**src/rtl/seven_segment_reader_pkg.sv**
```systemverilog
// Shared definitions for the seven-segment display reader.
//   - Segment patterns for digits 0..9 (bit6=a .. bit0=g, active-high)
//   - Code reported for an undecodable pattern
//   - FSM state type
//   - Helper that writes one BCD nibble into a 16-bit frame word
package seven_segment_reader_pkg;

    localparam logic [6:0] SegDigit0 = 7'h7E;
    localparam logic [6:0] SegDigit1 = 7'h30;
    localparam logic [6:0] SegDigit2 = 7'h6D;
    localparam logic [6:0] SegDigit3 = 7'h79;
    localparam logic [6:0] SegDigit4 = 7'h33;
    localparam logic [6:0] SegDigit5 = 7'h5B;
    localparam logic [6:0] SegDigit6 = 7'h5F;
    localparam logic [6:0] SegDigit7 = 7'h70;
    localparam logic [6:0] SegDigit8 = 7'h7F;
    localparam logic [6:0] SegDigit9 = 7'h7B;

    localparam logic [3:0] BcdInvalid = 4'hF;

    typedef enum logic {
        StSync = 1'b0,
        StAcq  = 1'b1
    } state_e;

    // Replace nibble 'idx' of 'word' with 'nib'; nibble 0 is bits [3:0].
    function automatic logic [15:0] set_nibble(input logic [15:0] word,
                                               input logic [1:0]  idx,
                                               input logic [3:0]  nib);
        logic [15:0] res;
        res = word;
        case (idx)
            2'd0:    res[3:0]   = nib;
            2'd1:    res[7:4]   = nib;
            2'd2:    res[11:8]  = nib;
            default: res[15:12] = nib;
        endcase
        return res;
    endfunction

endpackage

```
**src/rtl/seven_segment_reader_seg7_to_bcd.sv**
```systemverilog
// Combinational seven-segment pattern decoder.
//   seg_i     : segment pattern, bit6=a .. bit0=g, active-high
//   bcd_o     : decoded digit 0..9, or 4'hF when the pattern is not a digit
//   invalid_o : high when the pattern is not one of the ten digit patterns
module seg7_to_bcd
    import seven_segment_reader_pkg::*;
(
    input  logic [6:0] seg_i,
    output logic [3:0] bcd_o,
    output logic       invalid_o
);

    always_comb begin
        bcd_o     = BcdInvalid;
        invalid_o = 1'b0;
        case (seg_i)
            SegDigit0: bcd_o = 4'd0;
            SegDigit1: bcd_o = 4'd1;
            SegDigit2: bcd_o = 4'd2;
            SegDigit3: bcd_o = 4'd3;
            SegDigit4: bcd_o = 4'd4;
            SegDigit5: bcd_o = 4'd5;
            SegDigit6: bcd_o = 4'd6;
            SegDigit7: bcd_o = 4'd7;
            SegDigit8: bcd_o = 4'd8;
            SegDigit9: bcd_o = 4'd9;
            default: begin
                bcd_o     = BcdInvalid;
                invalid_o = 1'b1;
            end
        endcase
    end

endmodule

```
**src/rtl/seven_segment_reader.sv**
```systemverilog
// Reads a multiplexed four-digit seven-segment display and emits whole frames.
//   clk        : clock, rising edge
//   rst_n      : synchronous active-low reset
//   Segment    : segment lines (bit6=a .. bit0=g), asynchronous to clk
//   Digit_Sel  : one-hot digit strobes, bit0 = least significant digit
//   BCD_Out    : captured frame, [3:0] = digit0 .. [15:12] = digit3
//   Out_Valid  : BCD_Out / Seg_Err hold a frame (valid/ready handshake)
//   Out_Ready  : consumer accepts the held frame
//   Seg_Err    : held frame contains at least one undecodable digit
//   Overrun    : sticky, a completed frame was dropped while one was held
module seven_segment_reader
    import seven_segment_reader_pkg::*;
#(
    parameter int unsigned STABLE_CYCLES = 4
) (
    input  logic        clk,
    input  logic        rst_n,
    input  logic [6:0]  Segment,
    input  logic [3:0]  Digit_Sel,
    output logic [15:0] BCD_Out,
    output logic        Out_Valid,
    input  logic        Out_Ready,
    output logic        Seg_Err,
    output logic        Overrun
);

    localparam logic [7:0] StableCnt = 8'(STABLE_CYCLES);

    // Two-flop synchronizers
    logic [6:0] seg_s1_q, seg_s1_d, seg_s2_q, seg_s2_d;
    logic [3:0] sel_s1_q, sel_s1_d, sel_s2_q, sel_s2_d;

    // Stability tracking on the synchronized sample
    logic [10:0] prev_q, prev_d;
    logic [7:0]  cnt_q, cnt_d;

    // Frame assembly FSM
    state_e      state_q, state_d;
    logic [1:0]  idx_q, idx_d;
    logic [15:0] frame_q, frame_d;
    logic        err_acc_q, err_acc_d;

    // Output holding registers
    logic [15:0] bcd_q, bcd_d;
    logic        valid_q, valid_d;
    logic        seg_err_q, seg_err_d;
    logic        overrun_q, overrun_d;

    logic [10:0] sample;
    logic        stable_hit;
    logic        sel_onehot;
    logic        accept;
    logic        bad_sel;
    logic [1:0]  sel_idx;
    logic [3:0]  dec_bcd;
    logic        dec_invalid;
    logic        complete;
    logic [15:0] done_frame;
    logic        done_err;

    seg7_to_bcd u_decode (
        .seg_i     (seg_s2_q),
        .bcd_o     (dec_bcd),
        .invalid_o (dec_invalid)
    );

    always_comb begin
        seg_s1_d = Segment;
        seg_s2_d = seg_s1_q;
        sel_s1_d = Digit_Sel;
        sel_s2_d = sel_s1_q;
    end

    assign sample = {sel_s2_q, seg_s2_q};

    // Counter saturates so a long dwell crosses StableCnt exactly once.
    always_comb begin
        prev_d = sample;
        if (sample == prev_q) begin
            cnt_d = (cnt_q == 8'hFF) ? cnt_q : cnt_q + 8'd1;
        end else begin
            cnt_d = 8'd1;
        end
    end

    assign stable_hit = (cnt_d == StableCnt) && (cnt_q != StableCnt);
    assign sel_onehot = $onehot(sel_s2_q);
    assign accept     = stable_hit && sel_onehot;
    assign bad_sel    = stable_hit && !sel_onehot && (sel_s2_q != 4'b0000);

    always_comb begin
        sel_idx = 2'd0;
        unique case (sel_s2_q)
            4'b0001: sel_idx = 2'd0;
            4'b0010: sel_idx = 2'd1;
            4'b0100: sel_idx = 2'd2;
            4'b1000: sel_idx = 2'd3;
            default: sel_idx = 2'd0;
        endcase
    end

    // Frame assembly
    always_comb begin
        state_d    = state_q;
        idx_d      = idx_q;
        frame_d    = frame_q;
        err_acc_d  = err_acc_q;
        complete   = 1'b0;
        done_frame = set_nibble(frame_q, 2'd3, dec_bcd);
        done_err   = err_acc_q | dec_invalid;

        unique case (state_q)
            StSync: begin
                if (accept && sel_idx == 2'd0) begin
                    frame_d   = set_nibble(16'h0000, 2'd0, dec_bcd);
                    err_acc_d = dec_invalid;
                    idx_d     = 2'd1;
                    state_d   = StAcq;
                end
            end
            StAcq: begin
                if (accept) begin
                    if (sel_idx == idx_q) begin
                        if (idx_q == 2'd3) begin
                            complete = 1'b1;
                            idx_d    = 2'd0;
                            state_d  = StSync;
                        end else begin
                            frame_d   = set_nibble(frame_q, idx_q, dec_bcd);
                            err_acc_d = err_acc_q | dec_invalid;
                            idx_d     = idx_q + 2'd1;
                        end
                    end else if (sel_idx == 2'd0) begin
                        // Display restarted its scan: begin a fresh frame.
                        frame_d   = set_nibble(16'h0000, 2'd0, dec_bcd);
                        err_acc_d = dec_invalid;
                        idx_d     = 2'd1;
                    end else begin
                        idx_d   = 2'd0;
                        state_d = StSync;
                    end
                end else if (bad_sel) begin
                    idx_d   = 2'd0;
                    state_d = StSync;
                end
            end
            default: begin
                idx_d   = 2'd0;
                state_d = StSync;
            end
        endcase
    end

    // Output handshake: a held frame is never overwritten until consumed.
    always_comb begin
        bcd_d     = bcd_q;
        valid_d   = valid_q;
        seg_err_d = seg_err_q;
        overrun_d = overrun_q;
        if (complete) begin
            if (!valid_q || Out_Ready) begin
                bcd_d     = done_frame;
                seg_err_d = done_err;
                valid_d   = 1'b1;
            end else begin
                overrun_d = 1'b1;
            end
        end else if (valid_q && Out_Ready) begin
            valid_d = 1'b0;
        end
    end

    always_ff @(posedge clk) begin
        if (!rst_n) begin
            seg_s1_q  <= '0;
            seg_s2_q  <= '0;
            sel_s1_q  <= '0;
            sel_s2_q  <= '0;
            prev_q    <= '0;
            cnt_q     <= '0;
            state_q   <= StSync;
            idx_q     <= '0;
            frame_q   <= '0;
            err_acc_q <= 1'b0;
            bcd_q     <= '0;
            valid_q   <= 1'b0;
            seg_err_q <= 1'b0;
            overrun_q <= 1'b0;
        end else begin
            seg_s1_q  <= seg_s1_d;
            seg_s2_q  <= seg_s2_d;
            sel_s1_q  <= sel_s1_d;
            sel_s2_q  <= sel_s2_d;
            prev_q    <= prev_d;
            cnt_q     <= cnt_d;
            state_q   <= state_d;
            idx_q     <= idx_d;
            frame_q   <= frame_d;
            err_acc_q <= err_acc_d;
            bcd_q     <= bcd_d;
            valid_q   <= valid_d;
            seg_err_q <= seg_err_d;
            overrun_q <= overrun_d;
        end
    end

    assign BCD_Out   = bcd_q;
    assign Out_Valid = valid_q;
    assign Seg_Err   = seg_err_q;
    assign Overrun   = overrun_q;

endmodule

```
**config.mk**
```make
export PLATFORM = sky130hd
export DESIGN_NAME = seven_segment_reader
export DESIGN_NICKNAME = d
export VERILOG_FILES = /design/src/rtl/seven_segment_reader_pkg.sv /design/src/rtl/seven_segment_reader_seg7_to_bcd.sv /design/src/rtl/seven_segment_reader.sv
export SDC_FILE = /design/constraint.sdc
export NUM_CORES = 1
export LEC_CHECK = 0
export CAP_MARGIN = 25
export CORE_ASPECT_RATIO = 0.8
export CORE_UTILIZATION = 50
export DETAILED_ROUTE_END_ITERATION = 16
export PLACE_DENSITY = 0.72
export SYNTH_ARGS = -nofsm -noshare
export SYNTH_HDL_FRONTEND = slang
export SYNTH_SLANG_ARGS = --single-unit
```
**constraint.sdc**
```tcl
create_clock -name clk -period 5.4 [get_ports clk]
set_input_delay 0.81 -clock clk [delete_from_list [all_inputs] [get_ports clk]]
set_output_delay 0.81 -clock clk [all_outputs]
set_load 0.01 [all_outputs]
```
## Yosys cells after proc, flatten, opt, wreduce, memory -nomap -nowiden

Index checks and enable logic that the tools add are counted.
W data, S select, Z words.

- Bits of input ports: 14
- Output and inout port bits: 19
- Word-level logic and storage cells: 118
- Flip-flop bits (word level): 76

- Add/subtract/negate cells: 5
- Eq/ne operators: 31
- Bitwise gates (word level): 3
- Muxes and demuxes: 41
- Reduce and logical (&&, ||, !) cells: 22

Operator list:

| kind | number |
|---|---|
| $mux W12 | 5 |
| $eq A7 B7 Y1 const B | 8 |
| $pmux W4 S10 | 1 |
| $pmux W12 S2 | 1 |
| $mux W1 | 20 |
| $mux W8 | 2 |
| $reduce_and A5 Y1 | 3 |
| $eq A7 B6 Y1 const B | 2 |
| $mux W4 | 3 |
| $eq A11 B11 Y1 | 1 |
| $mux W2 | 5 |
| $reduce_or A10 Y1 | 1 |
| $ne A3 B2 Y1 const B | 3 |
| $add A8 B1 Y8 const B | 1 |
| $eq A8 B3 Y1 const B | 1 |
| $eq A8 B8 Y1 const B | 1 |
| $ne A8 B3 Y1 const B | 1 |
| $reduce_and A2 Y1 | 4 |
| $logic_and A1 B1 Y1 | 6 |
| $ne A3 B1 Y1 const B | 2 |
| $pmux W2 S3 | 1 |
| $add A1 B1 Y2 | 2 |
| $eq A2 B2 Y1 const B | 2 |
| $eq A4 B2 Y1 const B | 1 |
| other kinds (20) | 25 |

## Longest topological paths before layout

Gate-level depths: netlist of the first run.

- Depth in word-level cells: 10
- Mapped depth: 14
- Mapped depth without buffers: 11

## Cells and area by module

Synthesis of the first run repeated with hierarchy kept, for this count alone.

- Cells, all modules: 364
- Area total of the unflattened synthesis: 3465.8 µm²

By module, submodules not included:

| module | sequential area each (µm²) | instances | area an instance (µm²) | cells an instance |
|---|---|---|---|---|
| seven_segment_reader | 1521.5 | 1 | 3274.4 | 334 |
| seg7_to_bcd | 0.0 | 1 | 191.4 | 30 |

## Worst setup path before layout of the first run

OpenSTA, ideal clock, no wires.

- Path type: reg2reg
- Start: reg sel_s2_q[3]
- End: reg bcd_q[10] (netlist: BCD_Out[10])
- Path slack: 2.604 ns
- Required time: 5.330 ns
- Path buffers: 3
- Data arrival time: 2.726 ns
- Library setup time: 0.070 ns
- Clock period less this slack: 2.796 ns
- Cell stages (with the launch flop): 15
- Cells stage by stage: dfxtp_1 > clkbuf_1 > inv_1 > fa_1 > inv_1 > ha_1 > ha_1 > nor2_1 > nand2_1 > a211oi_1 > and4_1 > buf_2 > clkbuf_1 > nand3_1 > a21oi_1

- Word-level cells in the longest chain between the ends: 8
- Elaborated cells between the ends (all ways): 17
- Classes of those cells: 2 x add/sub; 7 x eq/ne; 5 x mux; 3 x reduce/logical

RTL lines:

| element | line | source |
|---|---|---|
| from (decl) | seven_segment_reader.sv:31 | `logic [3:0] sel_s1_q, sel_s1_d, sel_s2_q, sel_s2_d;` |
| from (signal assigned) | seven_segment_reader.sv:193 | `sel_s2_q <= sel_s2_d;` |
| $eq A11 B11 Y1 | seven_segment_reader.sv:79 | `if (sample == prev_q) begin` |
| $mux W8 | seven_segment_reader.sv:79 |  |
| $eq A8 B3 Y1 | seven_segment_reader.sv:86 | `assign stable_hit = (cnt_d == StableCnt) && (cnt_q != StableCnt);` |
| $logic_and A1 B1 Y1 | seven_segment_reader.sv:86 |  |
| $logic_and A1 B1 Y1 | seven_segment_reader.sv:88 | `assign accept = stable_hit && sel_onehot;` |
| $mux W1 * | seven_segment_reader.sv:122 | `if (accept) begin` |
| $mux W1 * | seven_segment_reader.sv:112 | `unique case (state_q)` |
| $reduce_and A2 Y1 (no line) * | -- |  |
| to (signal assigned) | seven_segment_reader.sv:185 | `bcd_q <= '0;` |
| to (signal assigned) | seven_segment_reader.sv:200 | `bcd_q <= bcd_d;` |
| to (decl) | seven_segment_reader.sv:44 | `logic [15:0] bcd_q, bcd_d;` |

Every way passes the cells marked *; elsewhere a longest branch is shown, timed or not.
A chain may end at the register's enable or synchronous reset.

## Final worst setup path of the first run

- Start: reg sel_s2_q[3]
- End: reg frame_q[2]

- Word-level cells in the longest chain between the ends: 8
- Elaborated cells between the ends (all ways): 24
- Classes of those cells: 2 x add/sub; 12 x eq/ne; 5 x mux; 5 x reduce/logical

RTL lines:

| element | line | source |
|---|---|---|
| $eq A11 B11 Y1 | seven_segment_reader.sv:79 |  |
| $mux W8 | seven_segment_reader.sv:79 |  |
| $eq A8 B3 Y1 | seven_segment_reader.sv:86 |  |
| $logic_and A1 B1 Y1 | seven_segment_reader.sv:86 |  |
| $logic_and A1 B1 Y1 | seven_segment_reader.sv:88 |  |
| $logic_and A1 B1 Y1 | seven_segment_reader.sv:114 | `if (accept && sel_idx == 2'd0) begin` |
| $ne A2 B2 Y1 (no line) | -- |  |
| $reduce_and A5 Y1 (no line) | -- |  |
| to (signal assigned) | seven_segment_reader.sv:198 | `frame_q <= frame_d;` |
| to (decl) | seven_segment_reader.sv:40 | `logic [15:0] frame_q, frame_d;` |

Parallel ways exist; a longest one is shown, timed or not. The select of a mux whose other input is x is not followed.

==> impl_table.tex, run 1 <==
\begin{tabular}{lr}
\hline
Metric & Value \\
\hline
\multicolumn{2}{l}{\textbf{Clock tree}} \\
Setup repair bufs after CTS & 0 \\
TritonCTS clock tree & yes \\
CTS H-Tree Depth & 3 \\
Number of clock sinks seen by CTS & 76 \\
Post-cts hold buffer count & 0 \\
Maximum count of clock buffers along a single path & 2 \\
Clock insertion delay at the later pin of the skew report & 0.35 ns \\
Clk slew on worst S/H paths & 0.07 ns \\
Total clock buffers created by CTS & 9 \\
Post-CTS Resized & 0 \\
Clock Tree Root & clkbuf\_8 \\
\multicolumn{2}{l}{\textbf{Logic synthesis}} \\
Number of different library cells in the post-synthesis netlist & 48 \\
Net count of the mapped netlist & 424 \\
Avg Inst Size Synth & 8.67 um2 \\
Flops \& latches, synth & 76 \\
Async S/R FF share, synth & 0\% \\
Yosys synthesis warning count & 0 \\
Cell count after synthesis & 399 \\
Post-Synth XOR/XNOR Area & 3.04\% \\
Multiplexer area fraction after synthesis & 2.89\% \\
Share of synthesized cell area in and, or, nand and nor gates & 25.4\% \\
Main synth FF type & dfxtp\_1 \\
Largest family of logic cells by synthesized area & simple AND/OR/NAND/NOR gates \\
Fraction of the mapped netlist area in adder cells & 4.20\% \\
Compound-gate portion of the synthesized area & 15.8\% \\
Netlist area before placement & 3460 um2 \\
Number of enable flip-flop cells after synthesis & 0 \\
Sequential cell area fraction in the yosys report & 44.0\% \\
\multicolumn{2}{l}{\textbf{STA}} \\
Final period demand of the worst path & 3.32 ns \\
Setup TNS & 0 ns \\
Transition time at the pin with the least slew margin & 0.815 ns \\
Maximum clock frequency & 301 MHz \\
Count of final setup violators & 0 \\
Final worst-path cycle share & 61.4\% \\
Slew Limit Fails & 0 \\
Hold Violations, Final & 0 \\
Final hold slack & 0.434 ns \\
Worst Clk Skew & 0.0106 ns \\
RSZ-0062 raised after global routing & no \\
Min setup slack post-route & 2.08 ns \\
Slew margin rel. & 45.6\% \\
\multicolumn{2}{l}{\textbf{Critical path}} \\
Critical setup path kind & reg -> reg \\
Data arrival at the endpoint of the critical path & 3.59 ns \\
Worst setup slack for register-to-register paths & 2.08 ns \\
End of the worst register-to-register path & frame\_q[2]\$\_SDFFE\_PN0P\_ \\
Nature of the critical path endpoint & flip-flop \\
Depth of the worst register-to-register path & 11 \\
Worst flop-to-flop path startpoint & sel\_s2\_q[3]\$\_SDFF\_PN0\_ \\
Worst-path fanout max & 20 \\
Category of the worst setup path launch point & flip-flop \\
Required time worst endpoint & 5.67 ns \\
\multicolumn{2}{l}{\textbf{Die}} \\
Number of rows in the core area & 26 \\
Width of the die & 95.0 um \\
Die outline height & 76.4 um \\
Boundary Pins & 33 \\
Effective utilization at floorplan & 52.9\% \\
Area enclosed by the die boundary & 7260 um2 \\
Floorplan Core Area & 6540 um2 \\
\multicolumn{2}{l}{\textbf{Layout}} \\
Fin nets & 441 \\
FILL cells & 576 \\
Area of the multi-input gates & 1770 um2 \\
Layout cell share with drive strength beyond 1 & 4.75\% \\
Synth-to-layout area growth & 14.3\% \\
Storage cell area & 1520 um2 \\
Diodes inserted & 0 \\
Final instance count without filler cells & 505 \\
\multicolumn{2}{l}{\textbf{GRT}} \\
Antenna violations before repair & 0 \\
Overall track demand over capacity in global routing & 20.6\% \\
Number of global-route vias before repair & 2552 \\
Total overflow reported by the global router & 0 \\
Largest net degree at the start of global routing & 54 \\
First-pass GRT wire length & 11.7 mm \\
\multicolumn{2}{l}{\textbf{Detailed routing}} \\
First-pass detailed-route iteration total & 4 \\
DR DRC count & 0 \\
Wire per inst & 13.4 um \\
Number of DRC violations after detailed-routing iteration 0 & 178 \\
Via-to-Cell Ratio & 5.53 \\
Final ANT Viol Nets & 0 \\
Number of vias in the routed layout & 2794 \\
Total wirelength of the detailed-routed design & 6.74 mm \\
\multicolumn{2}{l}{\textbf{Placed design}} \\
Post-place setup slack & 2.09 ns \\
Detailed-placement wirelength estimate & 4.59 mm \\
Count of input and output buffers & 32 \\
Last weighted congestion value of the routability-driven placer & 0.867 \\
Number of placed cells counting well taps & 489 \\
\multicolumn{2}{l}{\textbf{Power and ir drop}} \\
Cell area power density & 259 nW/um2 \\
Lkg Pwr & 1.42 nW \\
Worst ir drop on vdd & 0.000189 V \\
\multicolumn{2}{l}{\textbf{Min path}} \\
Start point of the worst min-delay path & sel\_s1\_q[2]\$\_SDFF\_PN0\_ \\
Worst min path class & reg -> reg \\
Hold Path Depth & 1 \\
End of the worst hold path & sel\_s2\_q[2]\$\_SDFF\_PN0\_ \\
\multicolumn{2}{l}{\textbf{Run status}} \\
Outcome & finished, final reports clean \\
\multicolumn{2}{l}{\textbf{Job}} \\
Max-cap violation count & 0 \\
\hline
\end{tabular}
## stage by stage
step                instance area [um2]  total power [mW]  util, %
floorplan                          3460             0.640        -
global placement                   3780             0.660     57.9
detailed placement                 3780             0.661     57.9
CTS                                3950              1.04     60.5
global route                       3950              1.08     60.5
finish                             3950              1.03     60.5
## how the worst max path moves through the flow
stage                                       from                        to  slack (ns)  cells after the start
after floorplan           sel_s2_q[3]$_SDFF_PN0_  BCD_Out[10]$_SDFFE_PN0P_        2.60                     14
after detailed placement  sel_s2_q[3]$_SDFF_PN0_      Seg_Err$_SDFFE_PN0P_        2.09                     11
after CTS                 sel_s2_q[3]$_SDFF_PN0_      Seg_Err$_SDFFE_PN0P_        2.08                     11
final                     sel_s2_q[3]$_SDFF_PN0_   frame_q[2]$_SDFFE_PN0P_        2.08                     11
after global placement    sel_s2_q[3]$_SDFF_PN0_      Seg_Err$_SDFFE_PN0P_        2.17                     11
after global routing      sel_s2_q[3]$_SDFF_PN0_   frame_q[0]$_SDFFE_PN0P_        1.78                     11
## per-layer routing
layer  up-vias  share of wire [%]  GRT usage, %
met1      1295                 52          27.4
met5         -                  0             0
li1       1440                  -             -
met2        52                 43          31.3
met3         7                4.1          5.39
met4         0                1.2          8.94
## kinds of logic (layout without fill, tap and decap cells)
| kind of cell | after synthesis | in the layout |
|---|---|---|
| adder cells (fa/ha/maj) | 11 | 11 |
| AO/OA/AOI/OAI | 91 | 91 |
| multiplexers | 10 | 10 |
| flip-flops | 76 | 76 |
| AND/OR/NAND/NOR | 157 | 157 |
| buffers and inverters | 42 | 64 |
| XOR/XNOR | 12 | 12 |
## worst max-delay path: stages (launching register included)
cell,delay [ns]
dfxtp_1,0.44
inv_1,0.11
fa_1,0.48
inv_1,0.04
ha_1,0.16
ha_1,0.27
nor2_1,0.13
nand2_1,0.07
a211oi_1,0.16
and4_1,0.67
nor2b_1,0.47
mux2i_1,0.25
## flip-flops by register name, indices dropped and copies added, names as in the netlist, 4 cells and up
| name | flops |
|---|---|
| BCD_Out | 16 |
| frame_q | 12 |
| prev_q | 11 |
| cnt_q | 8 |
| seg_s1_q | 7 |
| seg_s2_q | 7 |
| sel_s1_q | 4 |
| sel_s2_q | 4 |
## power by group
part	switching (mW)	total, mW	internal (mW)	leakage (nW)
clock network	0.208	0.377	0.169	0.0799
registers	0.00940	0.580	0.571	0.618
logic	0.0372	0.0684	0.0312	0.722
## cell type report
type,count,area share (%)
Multi-Input combinational cell,281,44.9
Inverter,15,1.42
Clock inverter,5,0.949
Tap cell,84,2.66
Clock buffer,11,3.32
Timing Repair Buffer,33,8.29
Sequential cell,76,38.5
## placed cells by master, fill, tap and decap left out, types with 5 or more instances in the layout
cell	n
a21oi_1	26
nor3_1	8
nor2b_1	7
o21ai_1	24
xnor2_1	12
a31oi_1	8
and2_1	35
clkdlybuf4s50_1	32
o211ai_1	6
nand4_1	9
nand3_1	24
dfxtp_1	76
clkbuf_8	9
nor2_1	15
inv_1	15
and3_1	5
nand2b_1	5
nand2_1	28
ha_1	10
mux2i_1	10
and4_1	5
o21ai_0	7
## synth_stat cells (3+ instances only)
| cell type | count | share of area (%) |
|---|---|---|
| dfxtp_1 | 76 | 44 |
| and2_1 | 35 | 6.3 |
| nand2_1 | 28 | 3.0 |
| a21oi_1 | 26 | 3.8 |
| nand3_1 | 24 | 3.5 |
| o21ai_1 | 24 | 3.5 |
| clkbuf_1 | 23 | 2.5 |
| inv_1 | 15 | 1.6 |
| nor2_1 | 15 | 1.6 |
| xnor2_1 | 12 | 3.0 |
| ha_1 | 10 | 3.6 |
| mux2i_1 | 10 | 2.9 |
| nand4_1 | 9 | 1.6 |
| a31oi_1 | 8 | 1.4 |
| nor3_1 | 8 | 1.2 |
| nor2b_1 | 7 | 1.3 |
| o21ai_0 | 7 | 1.0 |
| o211ai_1 | 6 | 1.3 |
| and3_1 | 5 | 0.90 |
| and4_1 | 5 | 1.3 |
| nand2b_1 | 5 | 0.90 |
| buf_2 | 4 | 0.58 |
| a211oi_1 | 3 | 0.65 |
| nor3b_1 | 3 | 0.65 |
| or3_1 | 3 | 0.54 |
(Power assumes the default switching activity.)
==> run 2, diff against run 1 <==
--- a/config.mk
+++ b/config.mk
@@ -9,7 +9,7 @@
 export CORE_ASPECT_RATIO = 0.8
 export CORE_UTILIZATION = 50
 export DETAILED_ROUTE_END_ITERATION = 16
-export PLACE_DENSITY = 0.72
+export PLACE_DENSITY = 0.75
 export SYNTH_ARGS = -nofsm -noshare
 export SYNTH_HDL_FRONTEND = slang
 export SYNTH_SLANG_ARGS = --single-unit
==> constraint.sdc (replaced) <==
create_clock -name clk -period 2.9 [get_ports clk]
set_input_delay 0.435 -clock clk [delete_from_list [all_inputs] [get_ports clk]]
set_output_delay 0.435 -clock clk [all_outputs]
set_load 0.01 [all_outputs]
==> run 2 against run 1 <==
  * Sequential power up 86%
  * Die area stayed put
  * Global-route usage up 1.2 points
  * Non-clock buffer count increased by 11
==> impl_table.tex, run 2 (synthesis gave the netlist of run 1 again) <==
\begin{tabular}{lr}
\hline
Metric & Value \\
\hline
\multicolumn{2}{l}{\textbf{Clock tree}} \\
Number of clock sinks seen by CTS & 76 (unchanged) \\
CTS H-Tree Depth & 3 (unchanged) \\
Clk slew on worst S/H paths & 0.07 ns (about the same) \\
Clock Tree Root & clkbuf\_8 (unchanged) \\
Total clock buffers created by CTS & 9 (unchanged) \\
Clock insertion delay at the later pin of the skew report & 0.35 ns (about the same) \\
TritonCTS clock tree & yes (unchanged) \\
Maximum count of clock buffers along a single path & 2 (unchanged) \\
\multicolumn{2}{l}{\textbf{Power and ir drop}} \\
Cell area power density & 494 nW/um2 (was 259 nW/um2) \\
Lkg Pwr & 1.49 nW (was 1.42 nW) \\
Combinational group share of total power & 6.7\% (about the same) \\
Worst ir drop on vdd & 0.000360 V (was 0.000189 V) \\
Net switching power & 0.469 mW (was 0.255 mW) \\
Fraction of power spent switching nets & 23.3\% (was 24.8\%) \\
Relative contribution of sequential cells to total power & 53.8\% (was 56.6\%) \\
Cell internal power dissipation & 1.54 mW (was 0.771 mW) \\
Overall power after layout & 2.01 mW (was 1.03 mW) \\
Relative contribution of the clock network to total power & 39.5\% (was 36.7\%) \\
\multicolumn{2}{l}{\textbf{Critical path}} \\
Required time worst endpoint & 3.13 ns (was 5.67 ns) \\
Data arrival at the endpoint of the critical path & 2.94 ns (was 3.59 ns) \\
Cell with the largest stage delay on the worst path & fa\_1 (was and4\_1) \\
Worst flop-to-flop path startpoint & sel\_s2\_q[0]\$\_SDFF\_PN0\_ (was sel\_s2\_q[3]\$\_SDFF\_PN0\_) \\
Cells traversed along the worst timing path & inv\_1 -> fa\_1 -> inv\_1 -> ha\_1 -> ha\_1 -> nor2\_1 -> and2\_1 -> a2bb2oi\_1 -> nand4\_1 -> a311oi\_2 -> nor3\_1 (was inv\_1 -> fa\_1 -> inv\_1 -> ha\_1 -> ha\_1 -> nor2\_1 -> nand2\_1 -> a211oi\_1 -> and4\_1 -> nor2b\_1 -> mux2i\_1) \\
Highest cell delay on the worst timing path & 0.54 ns (was 0.67 ns) \\
Critical setup path kind & reg -> reg (unchanged) \\
Worst-path fanout max & 4 (was 20) \\
Depth of the worst register-to-register path & 11 (unchanged) \\
End of the worst register-to-register path & idx\_q[0]\$\_SDFFE\_PN0P\_ (was frame\_q[2]\$\_SDFFE\_PN0P\_) \\
Worst setup slack for register-to-register paths & 0.19 ns (was 2.08 ns) \\
Category of the worst setup path launch point & flip-flop (unchanged) \\
Nature of the critical path endpoint & flip-flop (unchanged) \\
\multicolumn{2}{l}{\textbf{Run status}} \\
Outcome & finished, final reports clean (unchanged) \\
\multicolumn{2}{l}{\textbf{Die}} \\
Number of rows in the core area & 26 (unchanged) \\
Floorplan Core Area & 6540 um2 (unchanged) \\
Width of the die & 95.0 um (unchanged) \\
Boundary Pins & 33 (unchanged) \\
Die outline height & 76.4 um (unchanged) \\
Area enclosed by the die boundary & 7260 um2 (unchanged) \\
Effective utilization at floorplan & 52.9\% (unchanged) \\
\multicolumn{2}{l}{\textbf{Layout}} \\
Post-route cell area & 4070 um2 (was 3950 um2) \\
Number of flip-flops in the largest register & 16 (unchanged) \\
Final instance count without filler cells & 515 (was 505) \\
Layout cell share with drive strength beyond 1 & 7.89\% (was 4.75\%) \\
Diodes inserted & 0 (unchanged) \\
Top library cells by usage in the layout, fill and taps aside & 75 x dfxtp\_1, 35 x and2\_1, 32 x clkdlybuf4s50\_1 (was 76 x dfxtp\_1, 35 x and2\_1, 32 x clkdlybuf4s50\_1) \\
FILL cells & 556 (was 576) \\
Fin nets & 452 (was 441) \\
Share of the core filled with cells in the final layout & 62.3\% (was 60.5\%) \\
Most frequent standard cell in the layout excluding fill and tap cells & dfxtp\_1 (unchanged) \\
Synth-to-layout area growth & 17.7\% (was 14.3\%) \\
\multicolumn{2}{l}{\textbf{STA}} \\
Slew Limit Fails & 0 (unchanged) \\
Worst Clk Skew & 0.0115 ns (was 0.0106 ns) \\
RSZ-0062 raised after global routing & yes (was no) \\
Final period demand of the worst path & 2.71 ns (was 3.32 ns) \\
Setup TNS & 0 ns (unchanged) \\
Maximum clock frequency & 368 MHz (was 301 MHz) \\
Slew margin rel. & 52.0\% (was 45.6\%) \\
Final worst-path cycle share & 93.6\% (was 61.4\%) \\
Min setup slack post-route & 0.185 ns (was 2.08 ns) \\
Count of final setup violators & 0 (unchanged) \\
Final hold slack & 0.435 ns (was 0.434 ns) \\
Hold Violations, Final & 0 (unchanged) \\
Transition time at the pin with the least slew margin & 0.712 ns (was 0.815 ns) \\
\multicolumn{2}{l}{\textbf{GRT}} \\
Overall track demand over capacity in global routing & 21.8\% (was 20.6\%) \\
Number of global-route vias before repair & 2693 (was 2552) \\
Total overflow reported by the global router & 0 (unchanged) \\
Antenna violations before repair & 0 (unchanged) \\
Largest net degree at the start of global routing & 24 (was 54) \\
First-pass GRT wire length & 12.4 mm (was 11.7 mm) \\
\multicolumn{2}{l}{\textbf{Detailed routing}} \\
Total wirelength of the detailed-routed design & 7.33 mm (was 6.74 mm) \\
DR DRC count & 0 (unchanged) \\
First-pass detailed-route iteration total & 4 (unchanged) \\
Final ANT Viol Nets & 0 (unchanged) \\
Wire per inst & 14.2 um (was 13.4 um) \\
Via-to-Cell Ratio & 5.62 (was 5.53) \\
Number of DRC violations after detailed-routing iteration 0 & 150 (was 178) \\
Number of vias in the routed layout & 2892 (was 2794) \\
\multicolumn{2}{l}{\textbf{Placed design}} \\
Last weighted congestion value of the routability-driven placer & 0.839 (was 0.867) \\
Detailed-placement wirelength estimate & 5.08 mm (was 4.59 mm) \\
Number of placed cells counting well taps & 500 (was 489) \\
Count of input and output buffers & 32 (unchanged) \\
Placed cell area & 3870 um2 (was 3780 um2) \\
Post-place setup slack & 0.155 ns (was 2.09 ns) \\
\multicolumn{2}{l}{\textbf{Min path}} \\
End of the worst hold path & sel\_s2\_q[0]\$\_SDFF\_PN0\_ (was sel\_s2\_q[2]\$\_SDFF\_PN0\_) \\
Hold Path Depth & 1 (unchanged) \\
Worst min path class & reg -> reg (unchanged) \\
Start point of the worst min-delay path & sel\_s1\_q[0]\$\_SDFF\_PN0\_ (was sel\_s1\_q[2]\$\_SDFF\_PN0\_) \\
\multicolumn{2}{l}{\textbf{Job}} \\
Max-cap violation count & 0 (unchanged) \\
\hline
\end{tabular}
[run 2: worst max-delay path by stage]
stage	end	startpoint	slack, ns
after global routing	idx_q[0]$_SDFFE_PN0P_	sel_s2_q[0]$_SDFF_PN0_	-0.02
after CTS	Seg_Err$_SDFFE_PN0P_	sel_s2_q[3]$_SDFF_PN0_	0.13
final	idx_q[0]$_SDFFE_PN0P_	sel_s2_q[0]$_SDFF_PN0_	0.19
after global placement	Seg_Err$_SDFFE_PN0P_	sel_s2_q[3]$_SDFF_PN0_	0.23
after floorplan	BCD_Out[10]$_SDFFE_PN0P_	sel_s2_q[3]$_SDFF_PN0_	0.10
after detailed placement	Seg_Err$_SDFFE_PN0P_	sel_s2_q[3]$_SDFF_PN0_	0.15
[run 2: area by class of cell]
class | instances | area (um2) | area share, %
multi-input cells | 281 | 1780 | 43.8
well taps | 84 | 105 | 2.58
repair buffers | 44 | 414 | 10.2
inverters | 15 | 56.3 | 1.38
flip-flops and latches | 76 | 1520 | 37.4
clock inverters | 4 | 50.0 | 1.23
clock buffers | 11 | 141 | 3.47
[run 2: power by group through the flow]
stage          logic [mW]  registers (mW)  clock network [mW]
3_5_place_dp        0.134            1.11                   0
4_1_cts             0.135            1.08               0.808
2_1_floorplan      0.0983            1.09                   0
6_report            0.135            1.08               0.793
5_1_grt             0.150            1.08               0.848
3_3_place_gp        0.129            1.10                   0
[run 2: routing by layer]
layer	routed length, um	vias to the layer above	global-route usage (%)
met2	3410	64	34.5
met1	3490	1346	28.8
met3	303	13	5.19
li1	-	1469	-
met4	132	0	7.88
met5	0	-	0
[run 2: critical path: cells and delay by family (launching register included)]
kind,cells,cell delay [ns]
buf+inv,2,0.15
compound gates,2,0.48
simple gates,4,0.63
fa+ha+maj,3,0.98
flops,1,0.35
[run 2: repair_timing]
action / in CTS / in global routing
setup buffers: 0 / 0
gates resized for setup: 0 / 4
endpoints found under the setup margin: 0 / 9
hold buffers: 0 / 0
==> run 3, diff against run 2 <==
--- a/config.mk
+++ b/config.mk
@@ -8,8 +8,10 @@
 export CAP_MARGIN = 25
 export CORE_ASPECT_RATIO = 0.8
 export CORE_UTILIZATION = 50
+export CTS_BUF_LIST = sky130_fd_sc_hd__clkbuf_8 sky130_fd_sc_hd__clkbuf_16
 export DETAILED_ROUTE_END_ITERATION = 16
 export PLACE_DENSITY = 0.75
 export SYNTH_ARGS = -nofsm -noshare
 export SYNTH_HDL_FRONTEND = slang
 export SYNTH_SLANG_ARGS = --single-unit
+export TNS_END_PERCENT = 10
==> run 3 against run 2 <==
  * Total power decreased by 0.16%
  * Combinational power about the same
  * Count of clock-buffer cells in the layout down 1
  * Core utilization unchanged
  * Largest power group unchanged
  * Highest routed layer unchanged
==> impl_table.tex, run 3 (synthesis gave the netlist of run 1 again) <==
\begin{tabular}{lr}
\hline
Metric & Value \\
\hline
\multicolumn{2}{l}{\textbf{Layout}} \\
FILL cells & 556 (unchanged) \\
Synth-to-layout area growth & 17.7\% (unchanged) \\
Number of flip-flops in the largest register & 16 (unchanged) \\
Most frequent standard cell in the layout excluding fill and tap cells & dfxtp\_1 (unchanged) \\
Layout cell share with drive strength beyond 1 & 7.89\% (unchanged) \\
Final instance count without filler cells & 515 (unchanged) \\
Diodes inserted & 0 (unchanged) \\
Share of the core filled with cells in the final layout & 62.3\% (unchanged) \\
Top library cells by usage in the layout, fill and taps aside & 75 x dfxtp\_1, 35 x and2\_1, 32 x clkdlybuf4s50\_1 (unchanged) \\
Fin nets & 452 (unchanged) \\
\multicolumn{2}{l}{\textbf{Clock tree}} \\
Setup repair bufs after CTS & 0 (unchanged) \\
Maximum count of clock buffers along a single path & 2 (unchanged) \\
Post-cts hold buffer count & 0 (unchanged) \\
CTS H-Tree Depth & 3 (unchanged) \\
Clock insertion delay at the later pin of the skew report & 0.35 ns (about the same) \\
Clk slew on worst S/H paths & 0.07 ns (about the same) \\
Clock Tree Root & clkbuf\_8 (unchanged) \\
TritonCTS clock tree & yes (unchanged) \\
Number of clock sinks seen by CTS & 76 (unchanged) \\
Post-CTS Resized & 0 (unchanged) \\
Total clock buffers created by CTS & 9 (unchanged) \\
\multicolumn{2}{l}{\textbf{Critical path}} \\
Nature of the critical path endpoint & flip-flop (unchanged) \\
Category of the worst setup path launch point & flip-flop (unchanged) \\
Critical setup path kind & reg -> reg (unchanged) \\
Depth of the worst register-to-register path & 11 (unchanged) \\
Worst-path fanout max & 4 (unchanged) \\
Data arrival at the endpoint of the critical path & 2.94 ns (about the same) \\
Worst setup slack for register-to-register paths & 0.19 ns (about the same) \\
End of the worst register-to-register path & idx\_q[0]\$\_SDFFE\_PN0P\_ (unchanged) \\
Worst flop-to-flop path startpoint & sel\_s2\_q[0]\$\_SDFF\_PN0\_ (unchanged) \\
Required time worst endpoint & 3.13 ns (about the same) \\
\multicolumn{2}{l}{\textbf{Placed design}} \\
Last weighted congestion value of the routability-driven placer & 0.839 (unchanged) \\
Detailed-placement wirelength estimate & 5.08 mm (unchanged) \\
Number of placed cells counting well taps & 500 (unchanged) \\
Count of input and output buffers & 32 (unchanged) \\
\multicolumn{2}{l}{\textbf{STA}} \\
Worst Clk Skew & 0.0115 ns (about the same) \\
Transition time at the pin with the least slew margin & 0.711 ns (was 0.712 ns) \\
Setup TNS & 0 ns (unchanged) \\
Slew margin rel. & 52.1\% (was 52.0\%) \\
Final worst-path cycle share & 93.6\% (about the same) \\
Count of final setup violators & 0 (unchanged) \\
Maximum clock frequency & 368 MHz (about the same) \\
Hold Violations, Final & 0 (unchanged) \\
Slew Limit Fails & 0 (unchanged) \\
Final period demand of the worst path & 2.71 ns (about the same) \\
RSZ-0062 raised after global routing & yes (unchanged) \\
\multicolumn{2}{l}{\textbf{Detailed routing}} \\
Total wirelength of the detailed-routed design & 7.33 mm (about the same) \\
Number of vias in the routed layout & 2897 (was 2892) \\
Wire per inst & 14.2 um (about the same) \\
Via-to-Cell Ratio & 5.63 (was 5.62) \\
DR DRC count & 0 (unchanged) \\
First-pass detailed-route iteration total & 4 (unchanged) \\
Final ANT Viol Nets & 0 (unchanged) \\
Number of DRC violations after detailed-routing iteration 0 & 150 (unchanged) \\
\multicolumn{2}{l}{\textbf{Die}} \\
Effective utilization at floorplan & 52.9\% (unchanged) \\
Floorplan Core Area & 6540 um2 (unchanged) \\
Width of the die & 95.0 um (unchanged) \\
Number of rows in the core area & 26 (unchanged) \\
Die outline height & 76.4 um (unchanged) \\
Area enclosed by the die boundary & 7260 um2 (unchanged) \\
Boundary Pins & 33 (unchanged) \\
\multicolumn{2}{l}{\textbf{Power and ir drop}} \\
Relative contribution of sequential cells to total power & 53.9\% (was 53.8\%) \\
Relative contribution of the clock network to total power & 39.4\% (was 39.5\%) \\
Combinational group share of total power & 6.7\% (about the same) \\
Worst ir drop on vdd & 0.000360 V (about the same) \\
Cell internal power dissipation & 1.54 mW (about the same) \\
Net switching power & 0.469 mW (about the same) \\
Cell area power density & 493 nW/um2 (was 494 nW/um2) \\
Lkg Pwr & 1.49 nW (about the same) \\
Fraction of power spent switching nets & 23.4\% (was 23.3\%) \\
\multicolumn{2}{l}{\textbf{GRT}} \\
First-pass GRT wire length & 12.4 mm (unchanged) \\
Largest net degree at the start of global routing & 24 (unchanged) \\
Overall track demand over capacity in global routing & 21.8\% (unchanged) \\
Total overflow reported by the global router & 0 (unchanged) \\
Number of global-route vias before repair & 2693 (unchanged) \\
Antenna violations before repair & 0 (unchanged) \\
\multicolumn{2}{l}{\textbf{Min path}} \\
Start point of the worst min-delay path & sel\_s1\_q[0]\$\_SDFF\_PN0\_ (unchanged) \\
Worst min path class & reg -> reg (unchanged) \\
End of the worst hold path & sel\_s2\_q[0]\$\_SDFF\_PN0\_ (unchanged) \\
Hold Path Depth & 1 (unchanged) \\
\multicolumn{2}{l}{\textbf{Job}} \\
Max-cap violation count & 0 (unchanged) \\
\multicolumn{2}{l}{\textbf{Run status}} \\
Outcome & finished, final reports clean (unchanged) \\
\hline
\end{tabular}
## run 3: changes by cell type in the layout (fill, tap and decap cells not counted)
cell and change:
clkbuf_1 -1, inv_1 +1
## run 3: area by class of cell
cell class	count	area (um2)	area share, %
multi-input combinational	281	1780	43.8
sequential	76	1520	37.4
timing repair buffer	44	414	10.2
clock buffer	10	138	3.38
tap	84	105	2.58
inverter	15	56.3	1.38
clock inverter	5	53.8	1.32
## run 3: worst max-delay path: stages (launching register included)
cell and delay [ns]:
dfxtp_1 0.35, inv_1 0.11, fa_1 0.54, inv_1 0.04, ha_1 0.17, ha_1 0.27, nor2_1 0.12, and2_1 0.19
a2bb2oi_1 0.17, nand4_1 0.24, a311oi_2 0.31, nor3_1 0.08
## run 3: worst max-delay path by stage
stage                               end  cells after the start                    from  slack [ns]
6_report          idx_q[0]$_SDFFE_PN0P_                     11  sel_s2_q[0]$_SDFF_PN0_        0.19
5_1_grt           idx_q[0]$_SDFFE_PN0P_                     11  sel_s2_q[0]$_SDFF_PN0_       -0.02
4_1_cts            Seg_Err$_SDFFE_PN0P_                     11  sel_s2_q[3]$_SDFF_PN0_        0.13
3_5_place_dp       Seg_Err$_SDFFE_PN0P_                     11  sel_s2_q[3]$_SDFF_PN0_        0.15
3_3_place_gp       Seg_Err$_SDFFE_PN0P_                     11  sel_s2_q[3]$_SDFF_PN0_        0.23
2_1_floorplan  BCD_Out[10]$_SDFFE_PN0P_                     14  sel_s2_q[3]$_SDFF_PN0_        0.10
## run 3: stage by stage
stage,setup WS [ns],area [um2],hold WS [ns],total power [mW]
after floorplan,0.104,3460,0.412,1.19
after global placement,0.227,3870,0.415,1.23
after detailed placement,0.155,3870,0.420,1.24
after CTS,0.127,4060,0.439,2.02
after global routing,-0.0168,4070,0.451,2.08
final,0.185,4070,0.435,2.01
## run 3: power by group through the flow
| stage | Clock, mW | Combinational (mW) | Sequential, mW |
|---|---|---|---|
| after CTS | 0.805 | 0.135 | 1.08 |
| after global routing | 0.845 | 0.150 | 1.08 |
| after detailed placement | 0 | 0.134 | 1.11 |
| final | 0.790 | 0.135 | 1.08 |
| after global placement | 0 | 0.129 | 1.10 |
| after floorplan | 0 | 0.0983 | 1.09 |
## run 3: layer usage
metal | wire length [um] | vias to the layer above | track usage [%]
met5 | 0 | - | 0
met4 | 132 | 0 | 7.88
met3 | 309 | 13 | 5.19
met2 | 3410 | 68 | 34.5
met1 | 3480 | 1347 | 28.8
li1 | - | 1469 | -
